`config.mk`:
```
export PLATFORM = sky130hd
export DESIGN_NAME = multicycle_ctrl
export DESIGN_NICKNAME = d
export VERILOG_FILES = /design/src/rtl/multicycle_ctrl.sv
export SDC_FILE = /design/constraint.sdc
export NUM_CORES = 1
export LEC_CHECK = 0
export BUFFER_PORTS_ARGS = -buffer_cell sky130_fd_sc_hd__buf_2
export CAP_MARGIN = 20
export CELL_PAD_IN_SITES_DETAIL_PLACEMENT = 0
export CELL_PAD_IN_SITES_GLOBAL_PLACEMENT = 1
export CORE_UTILIZATION = 35
export DETAILED_ROUTE_END_ITERATION = 8
export HOLD_SLACK_MARGIN = 0.02
export PLACE_DENSITY = 0.81
export SLEW_MARGIN = 5
export SYNTH_ARGS = -nofsm -noshare
export SYNTH_HDL_FRONTEND = slang
export SYNTH_SLANG_ARGS = --single-unit
```
`constraint.sdc`:
```
create_clock -name clk_i -period 1.6 [get_ports clk_i]
set_input_delay 0.32 -clock clk_i [delete_from_list [all_inputs] [get_ports clk_i]]
set_output_delay 0.32 -clock clk_i [all_outputs]
set_load 0.005 [all_outputs]
```
`src/rtl/multicycle_ctrl.sv`:
```
// Multi-cycle main control FSM: sequences fetch/decode/execute/memory/writeback,
// handshakes with a shared memory and traps on unknown opcodes or memory timeout.
module multicycle_ctrl #(
    parameter int unsigned ALU_OP_W    = 3,
    parameter int unsigned TIMEOUT_W   = 4,
    parameter int unsigned MEM_TIMEOUT = 15
) (
    input  logic                clk_i,
    input  logic                rst_i,
    input  logic [5:0]          instr_op_i,
    input  logic                mem_ready_i,
    output logic                mem_read_o,
    output logic                mem_write_o,
    output logic                IorD_o,
    output logic                IRWrite_o,
    output logic                PCWrite_o,
    output logic                PCWriteCond_o,
    output logic [1:0]          PCSource_o,
    output logic [ALU_OP_W-1:0] ALU_op_o,
    output logic                ALUSrcA_o,
    output logic [1:0]          ALUSrcB_o,
    output logic                RegDst_o,
    output logic                RegWrite_o,
    output logic                MemtoReg_o,
    output logic                isOri_o,
    output logic                isBne_o,
    output logic [3:0]          state_o,
    output logic                trap_o
);

    typedef enum logic [3:0] {
        S_FETCH  = 4'd0,  S_DECODE = 4'd1,  S_MEMADR = 4'd2,  S_MEMRD = 4'd3,
        S_MEMWB  = 4'd4,  S_MEMWR  = 4'd5,  S_REXEC  = 4'd6,  S_RWB   = 4'd7,
        S_BRANCH = 4'd8,  S_JUMP   = 4'd9,  S_IEXEC  = 4'd10, S_IWB   = 4'd11,
        S_TRAP   = 4'd12
    } state_e;

    localparam logic [5:0] OP_RTYPE = 6'b000000;
    localparam logic [5:0] OP_LW    = 6'b100011;
    localparam logic [5:0] OP_SW    = 6'b101011;
    localparam logic [5:0] OP_BEQ   = 6'b000100;
    localparam logic [5:0] OP_BNE   = 6'b000101;
    localparam logic [5:0] OP_J     = 6'b000010;
    localparam logic [5:0] OP_ADDI  = 6'b001000;
    localparam logic [5:0] OP_SLTI  = 6'b001010;
    localparam logic [5:0] OP_LUI   = 6'b001111;
    localparam logic [5:0] OP_ORI   = 6'b001101;

    localparam logic [TIMEOUT_W-1:0] WAIT_LIMIT = TIMEOUT_W'(MEM_TIMEOUT);

    state_e               state_q, state_d;
    logic [5:0]           op_q, op_d;
    logic [TIMEOUT_W-1:0] wait_q, wait_d;
    logic                 wait_expired;

    assign wait_expired = (wait_q == WAIT_LIMIT);

    always_ff @(posedge clk_i) begin
        if (rst_i) begin
            state_q <= S_FETCH;
            op_q    <= '0;
            wait_q  <= '0;
        end else begin
            state_q <= state_d;
            op_q    <= op_d;
            wait_q  <= wait_d;
        end
    end

    always_comb begin
        state_d       = state_q;
        op_d          = op_q;
        wait_d        = '0;
        mem_read_o    = 1'b0;
        mem_write_o   = 1'b0;
        IorD_o        = 1'b0;
        IRWrite_o     = 1'b0;
        PCWrite_o     = 1'b0;
        PCWriteCond_o = 1'b0;
        PCSource_o    = 2'b00;
        ALU_op_o      = '0;
        ALUSrcA_o     = 1'b0;
        ALUSrcB_o     = 2'b00;
        RegDst_o      = 1'b0;
        RegWrite_o    = 1'b0;
        MemtoReg_o    = 1'b0;
        isOri_o       = 1'b0;
        isBne_o       = 1'b0;
        trap_o        = 1'b0;

        unique case (state_q)
            S_FETCH: begin
                mem_read_o = 1'b1;
                ALUSrcB_o  = 2'b01;
                if (mem_ready_i) begin
                    IRWrite_o = 1'b1;
                    PCWrite_o = 1'b1;
                    state_d   = S_DECODE;
                end else if (wait_expired) begin
                    state_d = S_TRAP;
                end else begin
                    wait_d = wait_q + TIMEOUT_W'(1);
                end
            end
            S_DECODE: begin
                ALUSrcB_o = 2'b11;
                op_d      = instr_op_i;
                case (instr_op_i)
                    OP_RTYPE:                          state_d = S_REXEC;
                    OP_LW, OP_SW:                      state_d = S_MEMADR;
                    OP_BEQ, OP_BNE:                    state_d = S_BRANCH;
                    OP_J:                              state_d = S_JUMP;
                    OP_ADDI, OP_SLTI, OP_LUI, OP_ORI:  state_d = S_IEXEC;
                    default:                           state_d = S_TRAP;
                endcase
            end
            S_MEMADR: begin
                ALUSrcA_o = 1'b1;
                ALUSrcB_o = 2'b10;
                state_d   = (op_q == OP_LW) ? S_MEMRD : S_MEMWR;
            end
            S_MEMRD: begin
                mem_read_o = 1'b1;
                IorD_o     = 1'b1;
                if (mem_ready_i)       state_d = S_MEMWB;
                else if (wait_expired) state_d = S_TRAP;
                else                   wait_d  = wait_q + TIMEOUT_W'(1);
            end
            S_MEMWB: begin
                RegWrite_o = 1'b1;
                MemtoReg_o = 1'b1;
                state_d    = S_FETCH;
            end
            S_MEMWR: begin
                mem_write_o = 1'b1;
                IorD_o      = 1'b1;
                if (mem_ready_i)       state_d = S_FETCH;
                else if (wait_expired) state_d = S_TRAP;
                else                   wait_d  = wait_q + TIMEOUT_W'(1);
            end
            S_REXEC: begin
                ALUSrcA_o = 1'b1;
                ALU_op_o  = ALU_OP_W'(3'b010);
                state_d   = S_RWB;
            end
            S_RWB: begin
                RegWrite_o = 1'b1;
                RegDst_o   = 1'b1;
                state_d    = S_FETCH;
            end
            S_BRANCH: begin
                ALUSrcA_o     = 1'b1;
                PCWriteCond_o = 1'b1;
                PCSource_o    = 2'b01;
                isBne_o       = (op_q == OP_BNE);
                ALU_op_o      = isBne_o ? ALU_OP_W'(3'b101) : ALU_OP_W'(3'b001);
                state_d       = S_FETCH;
            end
            S_JUMP: begin
                PCWrite_o  = 1'b1;
                PCSource_o = 2'b10;
                state_d    = S_FETCH;
            end
            S_IEXEC, S_IWB: begin
                // ALU_op and isOri stay driven through IWB so the result is held stable
                if (state_q == S_IEXEC) begin
                    ALUSrcA_o = 1'b1;
                    ALUSrcB_o = 2'b10;
                    state_d   = S_IWB;
                end else begin
                    RegWrite_o = 1'b1;
                    state_d    = S_FETCH;
                end
                case (op_q)
                    OP_ADDI: ALU_op_o = ALU_OP_W'(3'b110);
                    OP_SLTI: ALU_op_o = ALU_OP_W'(3'b011);
                    OP_LUI:  ALU_op_o = ALU_OP_W'(3'b100);
                    default: begin
                        ALU_op_o = ALU_OP_W'(3'b111);
                        isOri_o  = 1'b1;
                    end
                endcase
            end
            S_TRAP: begin
                trap_o  = 1'b1;
                state_d = S_TRAP;
            end
            default: state_d = S_TRAP;
        endcase

        // Nothing may be requested or written while reset is being applied
        if (rst_i) begin
            mem_read_o    = 1'b0;
            mem_write_o   = 1'b0;
            IRWrite_o     = 1'b0;
            PCWrite_o     = 1'b0;
            PCWriteCond_o = 1'b0;
            RegWrite_o    = 1'b0;
        end
    end

    assign state_o = state_q;

endmodule

```
# Word level (Yosys, flattened, before mapping)
# Cells that the tools add are included.
# Widths: inputs -> output; s select.
# classes
n_addsub	1
multipliers	0
div_mod_pow	0
n_lt_le_gt_ge	0
n_eq_ne	27
shifts	0
mux	37
n_bitwise	1
reduce_logical	14
# op_table
operator	count
$eq 6x4->1 const B	7
$pmux 4 s8	1
$eq 4x4->1 const B	6
$mux 1	20
$mux 4	5
$pmux 4 s5	1
$eq 6x3->1 const B	3
$eq 6x6->1 const B	3
$pmux 3 s3	2
$eq 4x3->1 const B	4
$reduce_or 2->1	6
$reduce_or 4->1	3
$reduce_or 3->1	3
$eq 4x2->1 const B	2
$pmux 2 s4	1
$eq 6x2->1 const B	1
$logic_not 6->1	1
$mux 3	2
$pmux 1 s2	3
$add 4x1->4 const B	1
$eq 4x1->1 const B	1
$logic_not 4->1	1
$pmux 2 s2	1
$mux 2	1
$not 1->1	1
# word_totals
ff_bits	14
latch_bits	0
ram_bits	0
romBits	0
out_inout_bits	24
elab_cells	83
mem_count	0

# Longest topological paths before layout
# Gate-level depths: netlist of run 1.
# logic_depth
ltp_word	4
depth_mapped	6
mapped_depth_nobuf	5

# Least setup slack after synthesis of run 1
# Ideal clock, no wire load.
# synth_path
path_kind	register to output
start	reg state_q[0], in the netlist state_o[0]
end	out ALU_op_o[2]
t_arrival_ps	1312
path_slack_ps	-32
stages_incl_launch_ff	7
cell_sequence	dfxtp_1 buf_2 or2_1 or2_1 inv_2 nand3_1 o31ai_2
# synth_via
elab_chain_len	3
# synth_lines
item	line_no	text
start, declared	51	state_e state_q, state_d;
start signal, assigned	64	state_q <= state_d;
$eq 4x4->1	91	unique case (state_q)
$reduce_or 2->1	91	
$pmux 3 s3 *	91	
end, declared	19	output logic [ALU_OP_W-1:0] ALU_op_o,
# Mark *: on every way between the ends. The rest lies on a longest branch, timed or not.

# Worst setup path in the final report of run 1
# layout_path
start	reg state_q[1], in the netlist state_o[1]
end	out RegWrite_o
# layout_via
elab_chain_len	4
# layout_lines
item	line_no	text
$eq 4x4->1 (tied with other cells)	91, 166	
$mux 1 (tied with other cells)	166	if (state_q == S_IEXEC) begin
$pmux 1 s2 *	91	
$mux 1 *	192	if (rst_i) begin
end, declared	23	output logic RegWrite_o,
# Marked as above.

==> results.sh, run 1 <==
export IMPL_cp_top_family="simple AND/OR/NAND/NOR gates"
export IMPL_final_setup_worst_slack_ns=-0.307
export IMPL_period_share=1.19
export IMPL_vias_per_cell=5.37
export IMPL_critPathMaxStageDelay_ns=0.35
export IMPL_critPathLaunchType="register"
export IMPL_crit_required_ns=1.28
export IMPL_numClockSinks=14
export IMPL_rows=20
export IMPL_grt_setup_unrepaired="true"
export IMPL_gp_congestion=0.805
export IMPL_p_per_area_nw_per_um2=604
export IMPL_fp_coreArea_um2=3030
export IMPL_seq_area_um2=292
export IMPL_chipHeight_um=58.2
export IMPL_power_frac_seq=0.348
export IMPL_p_sw_uw=375
export IMPL_wl_per_cell_um=14.2
export IMPL_yosysUniqueCellTypes=49
export IMPL_diodes=0
export IMPL_fin_nets=232
export IMPL_start_util=0.365
export IMPL_end_kind="output pin"
export IMPL_clock_tree_root_cell="clkbuf_4"
export IMPL_path_buf_inv=2
export IMPL_cts_hold_buf=0
export IMPL_first_global_vias=1243
export IMPL_ys_seq_elements=14
export IMPL_synth_edf_count=0
export IMPL_clockBufferDepth=2
export IMPL_intPower_uw=753
export IMPL_fmax_mhz=524
export IMPL_dieArea_um2=3390
export IMPL_fin_setup_tns_ns=-3.36
export IMPL_avgSynthCellArea_um2=7.09
export IMPL_violations="negative setup slack"
export IMPL_design_area_um2=1870
export IMPL_swShare=0.333
export IMPL_dpl_hpwl_um=2280
export IMPL_portBuffers=32
export IMPL_area_growth_pct=68.9
export IMPL_drive_gt1_frac=0.561
export IMPL_setup_violations=23
export IMPL_status="finished, violations left"
export IMPL_worstPathMaxFanout=3
export IMPL_max_cap_viol_count=0
export IMPL_ys_flop_type="dfxtp_1"
export IMPL_final_antenna_net_count=0
export IMPL_drt_iter0_drc=56
export IMPL_syn_nets=166
export IMPL_pwr_share_comb=0.419
export IMPL_routed_wl_um=3770
export IMPL_netlist_area_um2=1110
export IMPL_boundaryPins=33
export IMPL_cts_tree="done"
export IMPL_critPathKind="register to output pin"
export IMPL_grt_util_all_layers=0.205
export IMPL_multi_input_area_um2=940
export IMPL_synthArstFlopShare=0
export IMPL_fin_skew_ns=0.00695
export IMPL_worstHoldPathType="input port to register"
export IMPL_max_slew_margin=0.721
export IMPL_seq_area_frac_synth=0.253
export IMPL_drc=0
export IMPL_place_area_um2=1380
export IMPL_p_clk_frac=0.233
export IMPL_yosysWarnings=0
export IMPL_antenna_found_initial=0
export IMPL_drv_slew=0
export IMPL_crit_arrival_ns=1.59
export IMPL_clk_pin_slew_ns=0.09
export IMPL_reg2reg_setup_slack_ns=-0.08
export IMPL_htree_levels=1
export IMPL_syn_inst=156
export IMPL_cts_buffers=3
export IMPL_period_minus_slack_ns=1.91
export IMPL_num_vias=1422
export IMPL_drt_first_pass_iters=4
export IMPL_fp_dieW_um=58.2
export IMPL_tightest_slew_ns=0.418
export IMPL_crit_chain="buf_4 -> and2b_2 -> o32a_1 -> nor2_1 -> buf_2"
export IMPL_grt_pass1_wl_um=5390
export IMPL_grt_max_degree=18
export IMPL_final_fill_count=270
export IMPL_slowest_stage="dfxtp_2"
export IMPL_ir_drop_v=0.000431
export IMPL_hold_viol=0
export IMPL_worstSkewPairLatency_ns=0.29
export IMPL_globalRoute_totalOverflow=0
export IMPL_leakage_uw=0.000834
==> registers in the layout, summed over array words and instances (netlist names) <==
signal,flops
state_o,4
wait_q,4
op_q,6
==> what timing repair did <==
item,CTS,global route
setup buffers,11,14
endpoints found under the setup margin,17,23
pin swaps,13,15
resized for setup,28,39
==> layout by cell type (no fill, tap or decap), types with 2 or more instances in the layout <==
| cell | count |
|---|---|
| nand2b_4 | 4 |
| buf_4 | 26 |
| nor3_2 | 4 |
| nor2_1 | 15 |
| and4b_1 | 2 |
| nand2_1 | 17 |
| buf_6 | 10 |
| clkbuf_4 | 3 |
| nor4b_4 | 2 |
| a31oi_1 | 4 |
| nor3_1 | 2 |
| inv_1 | 2 |
| nand2b_1 | 2 |
| a41oi_1 | 2 |
| dfxtp_1 | 7 |
| dfxtp_2 | 6 |
| a21oi_2 | 6 |
| buf_8 | 3 |
| and3_1 | 2 |
| o21ai_0 | 6 |
| nor2_2 | 6 |
| nor2_4 | 4 |
| nand3_1 | 3 |
| or2_4 | 4 |
| a21oi_1 | 9 |
| buf_2 | 31 |
| nor4_1 | 2 |
==> worst paths after layout <==
check | startpoint | end | cells after the start
hold reg to reg | wait_q[0]$_SDFF_PP0_ | wait_q[0]$_SDFF_PP0_ | 1
setup reg to reg | state_o[1]$_SDFF_PP0_ | wait_q[1]$_SDFF_PP0_ | 8
setup / recovery | state_o[1]$_SDFF_PP0_ | RegWrite_o | 5
hold / removal | instr_op_i[3] | op_q[3]$_SDFFE_PP0P_ | 3
==> worst register-to-register path: stages (launching register included) <==
cell	delay, ns
dfxtp_2	0.34
buf_4	0.15
buf_8	0.12
buf_8	0.13
xor2_2	0.14
buf_4	0.14
a21oi_2	0.05
or4_4	0.46
nor2_1	0.11
==> power groups by stage <==
stage | clock network [uW] | registers [uW] | logic [uW]
finish | 263 | 393 | 472
global route | 280 | 396 | 511
CTS | 268 | 391 | 373
detailed placement | 0 | 395 | 297
global placement | 0 | 393 | 294
floorplan | 0 | 390 | 191
==> Yosys cell counts, drive strengths merged (2+ instances only) <==
cell	n	area share
nor2	25	0.085
nand2	18	0.063
a21oi	15	0.068
dfxtp	14	0.25
clkbuf	7	0.024
nor3	7	0.041
nand2b	6	0.034
o21ai	6	0.027
or2	5	0.028
a31oi	4	0.023
inv	4	0.014
nand3	4	0.018
buf	3	0.025
nor4b	3	0.024
a41oi	2	0.016
and3	2	0.011
and4b	2	0.018
nor2b	2	0.011
nor4	2	0.011
o31ai	2	0.018
xor2	2	0.023
==> stage by stage <==
step           cells  power [uW]  setup slack, ns  utilization  hold WS [ns]
2_1_floorplan    156         581         0.000608            -         0.418
3_3_place_gp     236         688           0.0334        0.456         0.435
3_5_place_dp     236         692         -0.00103        0.456         0.442
4_1_cts          251        1030           -0.288        0.532         0.304
5_1_grt          265        1190           -0.371        0.617         0.327
6_report         265        1130           -0.307        0.617         0.315
==> logic make-up (layout without fill, tap and decap cells) <==
| kind of cell | Yosys count | in the layout | share of synthesized area |
|---|---|---|---|
| AO/OA/AOI/OAI | 41 | 41 | 0.244 |
| adder cells (fa/ha/maj) | 1 | 1 | 0.0113 |
| flip-flops | 14 | 14 | 0.253 |
| buffers and inverters | 14 | 79 | 0.0622 |
| XOR/XNOR | 3 | 3 | 0.0305 |
| multiplexers | 1 | 1 | 0.00905 |
| AND/OR/NAND/NOR | 82 | 82 | 0.389 |
==> metal layers <==
| metal | part of all wire | global-route usage | wire [um] |
|---|---|---|---|
| met2 | 0.53 | 0.361 | 1990 |
| met1 | 0.42 | 0.246 | 1600 |
| met3 | 0.030 | 0.0402 | 112 |
| met4 | 0.017 | 0.0748 | 63 |
| met5 | 0 | 0 | 0 |
==> layout make-up <==
| cell class | instances | area share |
|---|---|---|
| multi-input cells | 128 | 0.503 |
| well taps | 44 | 0.0295 |
| inverters | 4 | 0.00938 |
| flip-flops and latches | 14 | 0.156 |
| clock buffers | 4 | 0.0194 |
| repair buffers | 71 | 0.283 |
Note: power is estimated with default switching activity, not from simulation.
==> run 2, diff against run 1 <==
- SETUP_SLACK_MARGIN: not set -> 0.4
==> results.sh, run 2 (same netlist as run 1, synthesis figures left out) <==
export IMPL_status="finished, violations left"
export IMPL_violations="negative setup slack"
export IMPL_fp_coreArea_um2=3030
export IMPL_grt_setup_unrepaired="true"
export IMPL_dpl_hpwl_um=2410
export IMPL_worstSkewPairLatency_ns=0.28
export IMPL_wirelength_met1_um=1740
export IMPL_reg2reg_from="state_o[1]$_SDFF_PP0_"
export IMPL_portBuffers=32
export IMPL_postLayoutCoreUtil=0.694
export IMPL_drc=0
export IMPL_end_kind="output pin"
export IMPL_final_cell_mix="buf_2 (29), buf_6 (21), buf_4 (21)"
export IMPL_gp_congestion=0.803
export IMPL_critPathKind="register to output pin"
export IMPL_cts_hold_buf=0
export IMPL_fp_dieW_um=58.2
export IMPL_cts_tree="done"
export IMPL_worstPathMaxFanout=2
export IMPL_layout_commonest_cell="buf_2"
export IMPL_chipHeight_um=58.2
export IMPL_top_layer_used="met4"
export IMPL_wl_per_cell_um=15.0
export IMPL_period_minus_slack_ns=1.92
export IMPL_clockBufferDepth=2
export IMPL_crit_arrival_ns=1.60
export IMPL_clock_tree_root_cell="clkbuf_4"
export IMPL_drt_first_pass_iters=4
export IMPL_clk_pin_slew_ns=0.08
export IMPL_htree_levels=1
export IMPL_preCtsSetupSlack_ns=0.0136
export IMPL_final_antenna_net_count=0
export IMPL_route_met2_wl_um=2190
export IMPL_drv_slew=0
export IMPL_reg2reg_setup_slack_ns=-0.10
export IMPL_leakage_uw=0.000886
export IMPL_num_vias=1404
export IMPL_reg2reg_depth=8
export IMPL_drive_gt1_frac=0.634
export IMPL_routed_wl_um=4060
export IMPL_worstHoldStart="instr_op_i[3]"
export IMPL_period_share=1.20
export IMPL_fmax_mhz=520
export IMPL_whs_path_depth=3
export IMPL_p_per_area_nw_per_um2=581
export IMPL_globalRoute_totalOverflow=0
export IMPL_vias_per_cell=5.18
export IMPL_stdcell_count=271
export IMPL_area_growth_pct=89.9
export IMPL_fin_skew_ns=0.00951
export IMPL_dp_cells=242
export IMPL_antenna_found_initial=0
export IMPL_max_slew_margin=0.698
export IMPL_r2r_end="state_o[0]$_SDFF_PP0_"
export IMPL_drt_iter0_drc=44
export IMPL_final_setup_worst_slack_ns=-0.322
export IMPL_grt_max_degree=19
export IMPL_tightest_slew_ns=0.453
export IMPL_grt_util_all_layers=0.226
export IMPL_diodes=0
export IMPL_max_cap_viol_count=0
export IMPL_numClockSinks=14
export IMPL_start_util=0.365
export IMPL_grt_pass1_wl_um=5890
export IMPL_regMostFlops="op_q"
export IMPL_first_global_vias=1271
export IMPL_critPathLaunchType="register"
export IMPL_rows=20
export IMPL_wl_met3_um=95
export IMPL_hold_viol=0
export IMPL_largest_register_ffs=6
export IMPL_worstHoldPathType="input port to register"
export IMPL_min_to="op_q[3]$_SDFFE_PP0P_"
export IMPL_crit_required_ns=1.28
export IMPL_boundaryPins=33
export IMPL_setup_violations=19
export IMPL_fin_nets=238
export IMPL_ir_drop_v=0.000298
export IMPL_dieArea_um2=3390
export IMPL_cts_buffers=3
## run 2: cell types whose count changed in the layout (fill, tap and decap cells not counted), sizes merged
cell	before	now
buf	71	77
## run 2: final cells by class
class,count,area (um2)
repair buffers,77,649
clock buffers,4,36.3
well taps,44,55.1
flip-flops and latches,14,293
inverters,4,17.5
fillers,234,927
multi-input cells,128,1050
## run 2: how the worst max path moves through the flow
stage                                startpoint           to  slack (ns)  cells past startpoint
final                     state_o[1]$_SDFF_PP0_  ALU_op_o[2]       -0.32                      6
after CTS                 state_o[1]$_SDFF_PP0_  ALU_op_o[2]       -0.29                      6
after floorplan           state_o[0]$_SDFF_PP0_  ALU_op_o[2]       0.007                      6
after global routing      state_o[1]$_SDFF_PP0_  ALU_op_o[2]       -0.43                      6
after global placement    state_o[1]$_SDFF_PP0_  ALU_op_o[2]        0.03                      6
after detailed placement  state_o[1]$_SDFF_PP0_  ALU_op_o[2]        0.01                      6
## run 2: timing repair
action                     CTS  global route
buffers inserted            14            11
pin swaps                   20             9
setup endpoints to repair   37            38
resized for setup           58            26
## run 2: worst max-delay path, stage by stage (launching register included)
cell	delay, ns
dfxtp_4	0.35
or2_4	0.24
or2_4	0.25
inv_4	0.06
nand3_2	0.08
o31ai_2	0.21
buf_2	0.14
## run 2: layer usage
layer  vias up  global-route usage
met5         -                   0
met3         2              0.0268
met2        34               0.411
li1        702                   -
met1       666               0.284
met4         0              0.0510
## run 2: stage by stage
stage	cell area [um2]	total power, uW	TNS, ns	hold slack, ns
final	2100	1220	-2.98	0.321
after global routing	2100	1290	-4.74	0.311
after CTS	1910	1120	-2.10	0.323
after detailed placement	1520	724	0	0.443
after global placement	1520	719	0	0.428
after floorplan	1220	612	0	0.418
## run 2: power by group
| group | leakage (uW) | total (uW) | internal (uW) | switching [uW] |
|---|---|---|---|---|
| Clock | 0.0000210 | 258 | 138 | 119 |
| Combinational | 0.000748 | 569 | 302 | 267 |
| Sequential | 0.000117 | 394 | 368 | 26.1 |
| Total | 0.000886 | 1220 | 808 | 412 |
